[src/rtl/jedro_1_mem_arb_pkg.sv]
// Shared types and helpers for the jedro_1 IFU/LSU memory arbiter.
package jedro_1_mem_arb_pkg;

   typedef enum logic [1:0] {OWN_NONE, OWN_IFU, OWN_LSU} owner_e;

   // Round-robin pointer encoding: which requester wins the next conflict.
   localparam logic RR_IFU = 1'b0;
   localparam logic RR_LSU = 1'b1;

   // True when a byte address falls inside a RAM of mem_words 32-bit words.
   function automatic logic in_range(input logic [63:0] addr, input logic [63:0] mem_words);
      return addr < (mem_words << 2);
   endfunction

endpackage

[src/rtl/jedro_1_arb_pick.sv]
// Combinational winner selection between IFU and LSU.
// Build option JEDRO_1_ARB_ROUND_ROBIN_EN: strict alternation on conflicts
// (rr selects the preferred side). Default: LSU priority, IFU wins a
// conflict once the starvation counter has hit its limit.
module jedro_1_arb_pick
   import jedro_1_mem_arb_pkg::*;
(
   input  logic ifu_req,
   input  logic lsu_req,
   input  logic starve_hit,
   input  logic rr,
   output logic grant_ifu,
   output logic grant_lsu
);

`ifdef JEDRO_1_ARB_ROUND_ROBIN_EN
   logic unused_starve_hit;
   assign unused_starve_hit = starve_hit;

   // Conflicts go to the side rr points at; lone requests always win.
   always_comb begin
      grant_ifu = 1'b0;
      grant_lsu = 1'b0;
      if (ifu_req && lsu_req) begin
         grant_ifu = (rr == RR_IFU);
         grant_lsu = (rr == RR_LSU);
      end else begin
         grant_ifu = ifu_req;
         grant_lsu = lsu_req;
      end
   end
`else
   logic unused_rr;
   assign unused_rr = rr;

   // LSU wins conflicts unless the IFU has been starved long enough.
   always_comb begin
      grant_ifu = 1'b0;
      grant_lsu = 1'b0;
      if (ifu_req && lsu_req) begin
         grant_ifu = starve_hit;
         grant_lsu = !starve_hit;
      end else begin
         grant_ifu = ifu_req;
         grant_lsu = lsu_req;
      end
   end
`endif

endmodule

[src/rtl/jedro_1_mem_arbiter.sv]
// Shares one single-port synchronous RAM between the jedro_1 instruction
// fetch unit and the load/store unit. One grant per cycle, response one
// cycle later routed to the owner recorded in owner_q.
// Build option: JEDRO_1_ARB_ROUND_ROBIN_EN selects round-robin arbitration
// instead of LSU priority with an IFU starvation counter.
module jedro_1_mem_arbiter
   import jedro_1_mem_arb_pkg::*;
#(
   parameter int ADDR_WIDTH = 32,
   parameter int DATA_WIDTH = 32,
   parameter int MEM_WORDS  = 1024,
   parameter int STARVE_MAX = 4
)(
   input  logic                  clk_i,
   input  logic                  rst_i,
   input  logic                  ifu_req_i,
   input  logic [ADDR_WIDTH-1:0] ifu_addr_i,
   output logic                  ifu_gnt_o,
   output logic                  ifu_rvalid_o,
   output logic [DATA_WIDTH-1:0] ifu_rdata_o,
   output logic                  ifu_err_o,
   input  logic                  lsu_req_i,
   input  logic                  lsu_we_i,
   input  logic [3:0]            lsu_be_i,
   input  logic [ADDR_WIDTH-1:0] lsu_addr_i,
   input  logic [DATA_WIDTH-1:0] lsu_wdata_i,
   output logic                  lsu_gnt_o,
   output logic                  lsu_rvalid_o,
   output logic [DATA_WIDTH-1:0] lsu_rdata_o,
   output logic                  lsu_err_o,
   output logic                  mem_en_o,
   output logic [3:0]            mem_we_o,
   output logic [ADDR_WIDTH-3:0] mem_addr_o,
   output logic [DATA_WIDTH-1:0] mem_wdata_o,
   input  logic [DATA_WIDTH-1:0] mem_rdata_i
);

   owner_e owner_q, owner_d;
   logic   err_q, err_d;
   logic   wr_q, wr_d;
   logic   rr_q, rr_d;
   logic   starve_hit;
   logic   pick_ifu, pick_lsu;
   logic   gnt_ifu, gnt_lsu;
   logic   ifu_ok, lsu_ok;

   assign ifu_ok = in_range(64'(ifu_addr_i), 64'(MEM_WORDS));
   assign lsu_ok = in_range(64'(lsu_addr_i), 64'(MEM_WORDS));

   jedro_1_arb_pick u_pick (
      .ifu_req    (ifu_req_i),
      .lsu_req    (lsu_req_i),
      .starve_hit (starve_hit),
      .rr         (rr_q),
      .grant_ifu  (pick_ifu),
      .grant_lsu  (pick_lsu)
   );

   // Grants are suppressed while reset is held so nothing reaches the RAM.
   assign gnt_ifu   = pick_ifu && !rst_i;
   assign gnt_lsu   = pick_lsu && !rst_i;
   assign ifu_gnt_o = gnt_ifu;
   assign lsu_gnt_o = gnt_lsu;

   // Drive the RAM for the granted access and capture what its response needs.
   always_comb begin
      mem_en_o    = 1'b0;
      mem_we_o    = 4'b0000;
      mem_addr_o  = '0;
      mem_wdata_o = '0;
      owner_d     = OWN_NONE;
      err_d       = 1'b0;
      wr_d        = 1'b0;
      if (gnt_lsu) begin
         mem_en_o    = lsu_ok;
         mem_we_o    = (lsu_we_i && lsu_ok) ? lsu_be_i : 4'b0000;
         mem_addr_o  = lsu_addr_i[ADDR_WIDTH-1:2];
         mem_wdata_o = lsu_wdata_i;
         owner_d     = OWN_LSU;
         err_d       = !lsu_ok;
         wr_d        = lsu_we_i;
      end else if (gnt_ifu) begin
         mem_en_o    = ifu_ok;
         mem_addr_o  = ifu_addr_i[ADDR_WIDTH-1:2];
         owner_d     = OWN_IFU;
         err_d       = !ifu_ok;
      end
   end

   // Owner of the access in flight plus its error/write qualifiers.
   always_ff @(posedge clk_i or posedge rst_i) begin
      if (rst_i) begin
         owner_q <= OWN_NONE;
         err_q   <= 1'b0;
         wr_q    <= 1'b0;
      end else begin
         owner_q <= owner_d;
         err_q   <= err_d;
         wr_q    <= wr_d;
      end
   end

`ifdef JEDRO_1_ARB_ROUND_ROBIN_EN
   assign starve_hit = 1'b0;
   assign rr_d = (gnt_ifu && lsu_req_i) ? RR_LSU :
                 (gnt_lsu && ifu_req_i) ? RR_IFU : rr_q;
`else
   localparam int STARVE_W = $clog2(STARVE_MAX + 1);
   logic [STARVE_W-1:0] starve_cnt_q;

   assign starve_hit = (starve_cnt_q == STARVE_W'(STARVE_MAX));
   assign rr_d       = rr_q;

   // Count consecutive denied IFU cycles, saturating at the limit.
   always_ff @(posedge clk_i or posedge rst_i) begin
      if (rst_i)
         starve_cnt_q <= '0;
      else if (!ifu_req_i || gnt_ifu)
         starve_cnt_q <= '0;
      else if (!starve_hit)
         starve_cnt_q <= starve_cnt_q + 1'b1;
   end
`endif

   // Round-robin pointer; only moves on contested grants.
   always_ff @(posedge clk_i or posedge rst_i) begin
      if (rst_i) rr_q <= RR_IFU;
      else       rr_q <= rr_d;
   end

   // Writes and out-of-range accesses respond with zero data.
   assign ifu_rvalid_o = (owner_q == OWN_IFU);
   assign ifu_err_o    = ifu_rvalid_o && err_q;
   assign ifu_rdata_o  = (ifu_rvalid_o && !err_q) ? mem_rdata_i : '0;
   assign lsu_rvalid_o = (owner_q == OWN_LSU);
   assign lsu_err_o    = lsu_rvalid_o && err_q;
   assign lsu_rdata_o  = (lsu_rvalid_o && !err_q && !wr_q) ? mem_rdata_i : '0;

endmodule

[config.mk]
export PLATFORM = sky130hd
export DESIGN_NAME = jedro_1_mem_arbiter
export DESIGN_NICKNAME = d
export VERILOG_FILES = /design/src/rtl/jedro_1_mem_arb_pkg.sv /design/src/rtl/jedro_1_arb_pick.sv /design/src/rtl/jedro_1_mem_arbiter.sv
export SDC_FILE = /design/constraint.sdc
export NUM_CORES = 1
export LEC_CHECK = 0
export ABC_AREA = 1
export CORE_ASPECT_RATIO = 1.5
export CORE_MARGIN = 10
export CORE_UTILIZATION = 19
export DETAILED_ROUTE_END_ITERATION = 10
export PLACE_DENSITY_LB_ADDON = 0.1
export REMOVE_ABC_BUFFERS = 1
export SYNTH_ARGS = -nofsm -noshare
export SYNTH_HDL_FRONTEND = slang
export SYNTH_HIERARCHICAL = 1
export SYNTH_SLANG_ARGS = --single-unit
[constraint.sdc]
create_clock -name clk_i -period 1.55 [get_ports clk_i]
set_input_delay 0.155 -clock clk_i [delete_from_list [all_inputs] [get_ports clk_i]]
set_output_delay 0.155 -clock clk_i [all_outputs]
set_load 0.02 [all_outputs]
Yosys cells after proc, flatten, opt, wreduce, memory -nomap -nowiden

Cells that the tools add are included.

$lt $le $gt $ge: 2
Eq/ne operators: 4
Multiplexer cells: 18
$add $sub $neg: 1
Reduce and logical (&&, ||, !) cells: 17

Operator list:

| kind                                                 | number |
|---|---|
| two-way mux 32 bit                                   | 3 |
| < comparator 32 x 13 -> 1 bit, second input constant | 2 |
| two-way mux 30 bit                                   | 2 |
| logical AND 1 bit                                    | 9 |
| two-way mux 1 bit                                    | 8 |
| two-way mux 4 bit                                    | 2 |
| zero test 1 bit                                      | 7 |
| two-way mux 3 bit                                    | 2 |
| adder 3 x 1 -> 3 bit, second input constant          | 1 |
| equality test 3 bit, second input constant           | 1 |
| equality test 2 x 1 -> 1 bit, second input constant  | 1 |
| equality test 2 bit, second input constant           | 1 |
| two-way mux 2 bit                                    | 1 |
| inequality test 2 bit, second input constant         | 1 |
| logical OR 1 bit                                     | 1 |

Register bits after elaboration: 7
Bits of input ports: 137
Output and inout port bits: 137

Longest topological paths before layout

Depth after elaboration: 5
Depth in mapped cells: 13

Modules after synthesis

The synthesis kept the hierarchy.

Modules (own cells, without submodules):

| module              | area an instance (um2) | cells an instance | times used |
|---|---|---|---|
| jedro_1_mem_arbiter | 1554.0                 | 315               | 1 |
| jedro_1_arb_pick    | 21.3                   | 5                 | 1 |

Worst setup path after synthesis

Ideal clock, no wire load.

Path kind: register to output
From: reg starve_cnt_q[0]
To: out mem_addr_o[14]
Stages on the path, launching flop included: 14
Required time: 1.395 ns
Arrival: 1.704 ns
Setup slack: -0.309 ns
Cells stage by stage: dfrtp_1 -> inv_1 -> ha_1 -> nand2_1 -> inv_1 -> nand3_1 -> nand2_1 -> inv_1 -> nor2_4 -> nand2_4 -> inv_2 -> buf_6 -> buf_6 -> a22o_1

Cells in the longest elaborated chain, start to end: 5
Elaborated cells between the ends (all ways): 8
Those cells by class: eq/ne (1); mux (4); reduce/logical (3)

RTL lines:

| item                   | RTL line                   | text |
|---|---|---|
| from (decl)            | jedro_1_mem_arbiter.sv:109 | `logic [STARVE_W-1:0] starve_cnt_q;` |
| from (signal assigned) | jedro_1_mem_arbiter.sv:121 | `starve_cnt_q <= starve_cnt_q + 1'b1;` |
| equality test 3 bit    | jedro_1_mem_arbiter.sv:111 | `assign starve_hit = (starve_cnt_q == STARVE_W'(STARVE_MAX));` |
| named net starve_hit   | jedro_1_mem_arbiter.sv:42  | `logic starve_hit;` |
| two-way mux 1 bit      | jedro_1_arb_pick.sv:40     | `if (ifu_req && lsu_req) begin` |
| named net pick_ifu     | jedro_1_mem_arbiter.sv:43  | `logic pick_ifu, pick_lsu;` |
| logical AND 1 bit      | jedro_1_mem_arbiter.sv:60  | `assign gnt_ifu = pick_ifu && !rst_i;` |
| named net ifu_gnt_o    | jedro_1_mem_arbiter.sv:18  | `output logic ifu_gnt_o,` |
| two-way mux 30 bit     | jedro_1_mem_arbiter.sv:82  | `end else if (gnt_ifu) begin` |
| two-way mux 30 bit     | jedro_1_mem_arbiter.sv:74  | `if (gnt_lsu) begin` |
| to (decl)              | jedro_1_mem_arbiter.sv:33  | `output logic [ADDR_WIDTH-3:0] mem_addr_o,` |

The timed path passes the listed nets, and every way through them passes these cells.

Worst setup path in the final report

From: reg starve_cnt_q[1]
To: out mem_addr_o[28]

Cells in the longest elaborated chain, start to end: 5
Elaborated cells between the ends (all ways): 8
Those cells by class: eq/ne (1); mux (4); reduce/logical (3)

RTL lines:

| item                 | RTL line                   | text |
|---|---|---|
| equality test 3 bit  | jedro_1_mem_arbiter.sv:111 |  |
| named net starve_hit | jedro_1_mem_arbiter.sv:42  |  |
| zero test 1 bit      | jedro_1_arb_pick.sv:42     | `grant_lsu = !starve_hit;` |
| two-way mux 1 bit    | jedro_1_arb_pick.sv:40     |  |
| named net pick_lsu   | jedro_1_mem_arbiter.sv:43  |  |
| logical AND 1 bit    | jedro_1_mem_arbiter.sv:61  | `assign gnt_lsu = pick_lsu && !rst_i;` |
| two-way mux 30 bit   | jedro_1_mem_arbiter.sv:74  |  |

The timed path passes the listed nets, and every way through them passes these cells.

==> impl_summary.log <==
INFO  metric status = finished, violations left
INFO  metric failed_checks = setup timing
INFO  metric cts_htree_levels = 1
INFO  metric grt_max_degree = 33
INFO  metric leakagePower = between 2 and 3 nW
INFO  metric worst_skew_pair.late_latency = roughly 0.23 ns
INFO  metric timing.critical_path.slowest_stage_cell = sky130_fd_sc_hd__dfrtp_1
INFO  metric initial_utilization = 0.195
INFO  metric drv.max_cap_violation_count = 0
INFO  metric final_nets = 777
INFO  metric layout-drive-gt1-share = 0.405
INFO  metric gp_routability_congestion = 0.836
INFO  metric critPathMaxFanout = 6
INFO  metric fillCellCount = approximately 760
INFO  metric cts_num_sinks = 7
INFO  metric vias = 3167
INFO  metric critical_path_required = 1.39 ns
INFO  metric post_synthesis_instance_area = 1570 sq um
INFO  metric drt_pass1_iterations = 4
INFO  metric critical_path.most_common_cell = sky130_fd_sc_hd__buf_6
INFO  metric route.antenna.remaining_nets = 0
INFO  metric final-setup-viol-count = between 70 and 80
INFO  metric power.density_cell_area = 376 nW/um^2
INFO  metric total_area_of_sequential_cells = 176 sq um
INFO  metric die_w = 94.3 microns
INFO  metric drt_iter0_drc = 81
INFO  metric wl_per_cell = approximately 18 microns
INFO  metric drc_violations_left = 0
INFO  metric post_synth_inst_count = 319
INFO  metric rows = 40
INFO  metric critical_path_buf_inv_count = 8
INFO  metric worst_setup_margin = -0.546 ns
INFO  metric fin_worst_hold_slack = 0.330 ns
INFO  metric slew-limit-headroom = 0.826
INFO  metric critical-path-top-delay-family = buffers and inverters
INFO  metric timing.critical_path.arrival = about 1.9 ns
INFO  metric tritoncts = yes
INFO  metric post_route_fraction_of_the_period_consumed_by_the_critical_path = 1.35
INFO  metric worst_clock_skew = 0.00186 ns
INFO  metric routed_via_density = between 4 and 5
INFO  metric grt.total_usage = 0.188
INFO  metric path_class = register to output pin
INFO  metric rsz0062_at_grt = yes
INFO  metric worst_ir_drop_vdd = 0.316 mV
INFO  metric multi_input_area = 1200 sq um
INFO  metric clkTransAtPathRegs = about 0.04 ns
INFO  metric die_h = approximately 130 microns
INFO  metric postSynthAreaPerCell = 4.93 sq um
INFO  metric die_area = 12400 sq um
INFO  metric clock-root-buffer = sky130_fd_sc_hd__clkbuf_16
INFO  metric number_of_global_route_vias_before_repair = 3255
INFO  metric drt-total-wl = 13000 microns
INFO  metric worst_pin_slew = between 0.2 and 0.3 ns
INFO  metric ctsLongestPathBuffers = 2
INFO  metric number_of_antenna_violations_at_the_first_check_in_global_routing = 2
INFO  metric core_area = 8060 sq um
INFO  metric achievable_frequency = 477 MHz
INFO  metric io_pins = 274
INFO  metric final.min_clock_period = 2.10 ns
INFO  metric place_area = 4570 sq um
INFO  metric worstSetupPathDepth = 13
INFO  metric critPathLaunchType = register
INFO  metric slowest_delay = between 0.3 and 0.4 ns
INFO  metric crit_path_cell_trace = inv_2 > ha_4 > nand2_4 > inv_4 > a21oi_2 > inv_2 > buf_6 > nand2_4 > inv_8 > buf_6 > buf_6 > a22o_1 > buf_6
INFO  metric final_hold_viol_count = 0
INFO  metric port_buffers = 269
INFO  metric grt_overflow_total = 0
INFO  metric area_growth_syn_to_fin = 221%
INFO  metric ys_warn_count = 6
INFO  metric final_design_area_no_fill = 5040 sq um
INFO  metric endpoint_kind = output pin
INFO  metric grt_first_pass_wirelength = 18400 microns
INFO  metric hold_path_class = primary input to asynchronous set/reset pin
INFO  metric ctsHoldBuffers = 0
INFO  metric finalMaxSlewViolations = 0
INFO  metric rr_worst_depth = 14
INFO  metric tritoncts.num_buffers = 3
INFO  metric detailed_place_hpwl = 10900 microns
-- placed cells by master, fill, tap and decap left out, types with 2 or more instances in the layout --
cell type	instances
sky130_fd_sc_hd__buf_6	66
sky130_fd_sc_hd__nand3_1	2
sky130_fd_sc_hd__nor2_2	20
sky130_fd_sc_hd__o21ai_1	4
sky130_fd_sc_hd__nand2_1	27
sky130_fd_sc_hd__inv_1	78
sky130_fd_sc_hd__nand2_2	2
sky130_fd_sc_hd__nor2_1	95
sky130_fd_sc_hd__clkbuf_16	6
sky130_fd_sc_hd__nand4_1	2
sky130_fd_sc_hd__buf_2	22
sky130_fd_sc_hd__nor3_1	2
sky130_fd_sc_hd__dfrtp_1	6
sky130_fd_sc_hd__inv_2	6
sky130_fd_sc_hd__nand2_4	5
sky130_fd_sc_hd__nor2_4	16
sky130_fd_sc_hd__o21ai_0	3
sky130_fd_sc_hd__a22o_1	22
sky130_fd_sc_hd__inv_4	2
sky130_fd_sc_hd__dlygate4sd2_1	2
sky130_fd_sc_hd__buf_12	4
sky130_fd_sc_hd__o21ai_2	3
sky130_fd_sc_hd__clkbuf_2	2
sky130_fd_sc_hd__clkdlybuf4s50_1	132
sky130_fd_sc_hd__buf_4	97
-- cell type report --
class,instances,share of cell area
flip-flops and latches,7,0.0350
clock buffers,4,0.0156
multi-input cells,210,0.238
inverters,87,0.0672
diodes,1,0.000496
repair buffers,329,0.617
well taps,105,0.0260
-- sequential cells by signal, summed over array words and instances (netlist names) --
signal,flops
wr_q,1
starve_cnt_q,3
owner_q,2
err_q,1
-- routing by layer --
layer	share of wire	wire, microns	up-vias	GRT usage
li1	-	-	1572	-
met1	0.31	4020	1388	0.165
met2	0.53	6870	193	0.352
met3	0.15	2010	10	0.107
met4	0.0091	119	4	0.0364
met5	0.0016	21	-	0
-- metrics by stage --
step           utilization  setup TNS (ns)  setup WS (ns)  std cells  total power [mW]
2_1_floorplan            -          -88.10          -1.37        304             0.577
3_3_place_gp         0.568          -61.31         -0.814        709              1.28
3_5_place_dp         0.568          -65.40         -0.860        709              1.29
4_1_cts              0.581          -30.35         -0.581        733              1.82
5_1_grt              0.626          -37.57         -0.641        742              2.00
6_report             0.626          -29.22         -0.546        743              1.90
-- timing repair --
action,CTS,global route
buffers inserted,20,7
pin swaps,12,12
resized for setup,717,95
cloned,1,3
setup endpoints to repair,143,127
-- power breakdown --
group / switching [mW] / internal [mW] / total, mW
sequential: 0.00964 / 0.196 / 0.206
combinational: 0.545 / 0.698 / 1.24
clock: 0.104 / 0.343 / 0.446
total: 0.658 / 1.24 / 1.90
-- worst paths after layout --
kind / start / end / slack (ns)
worst max-delay path: starve_cnt_q[1] / mem_addr_o[28] / -0.55
worst min-delay path: rst_i / err_q / 0.33
worst max register to register: starve_cnt_q[1] / err_q / -0.16
worst min register to register: starve_cnt_q[0] / starve_cnt_q[0] / 0.58
max in group asynchronous: rst_i / owner_q[0] / 0.99
min in group clk_i: starve_cnt_q[0] / starve_cnt_q[0] / 0.58
(Power assumes the default switching activity.)
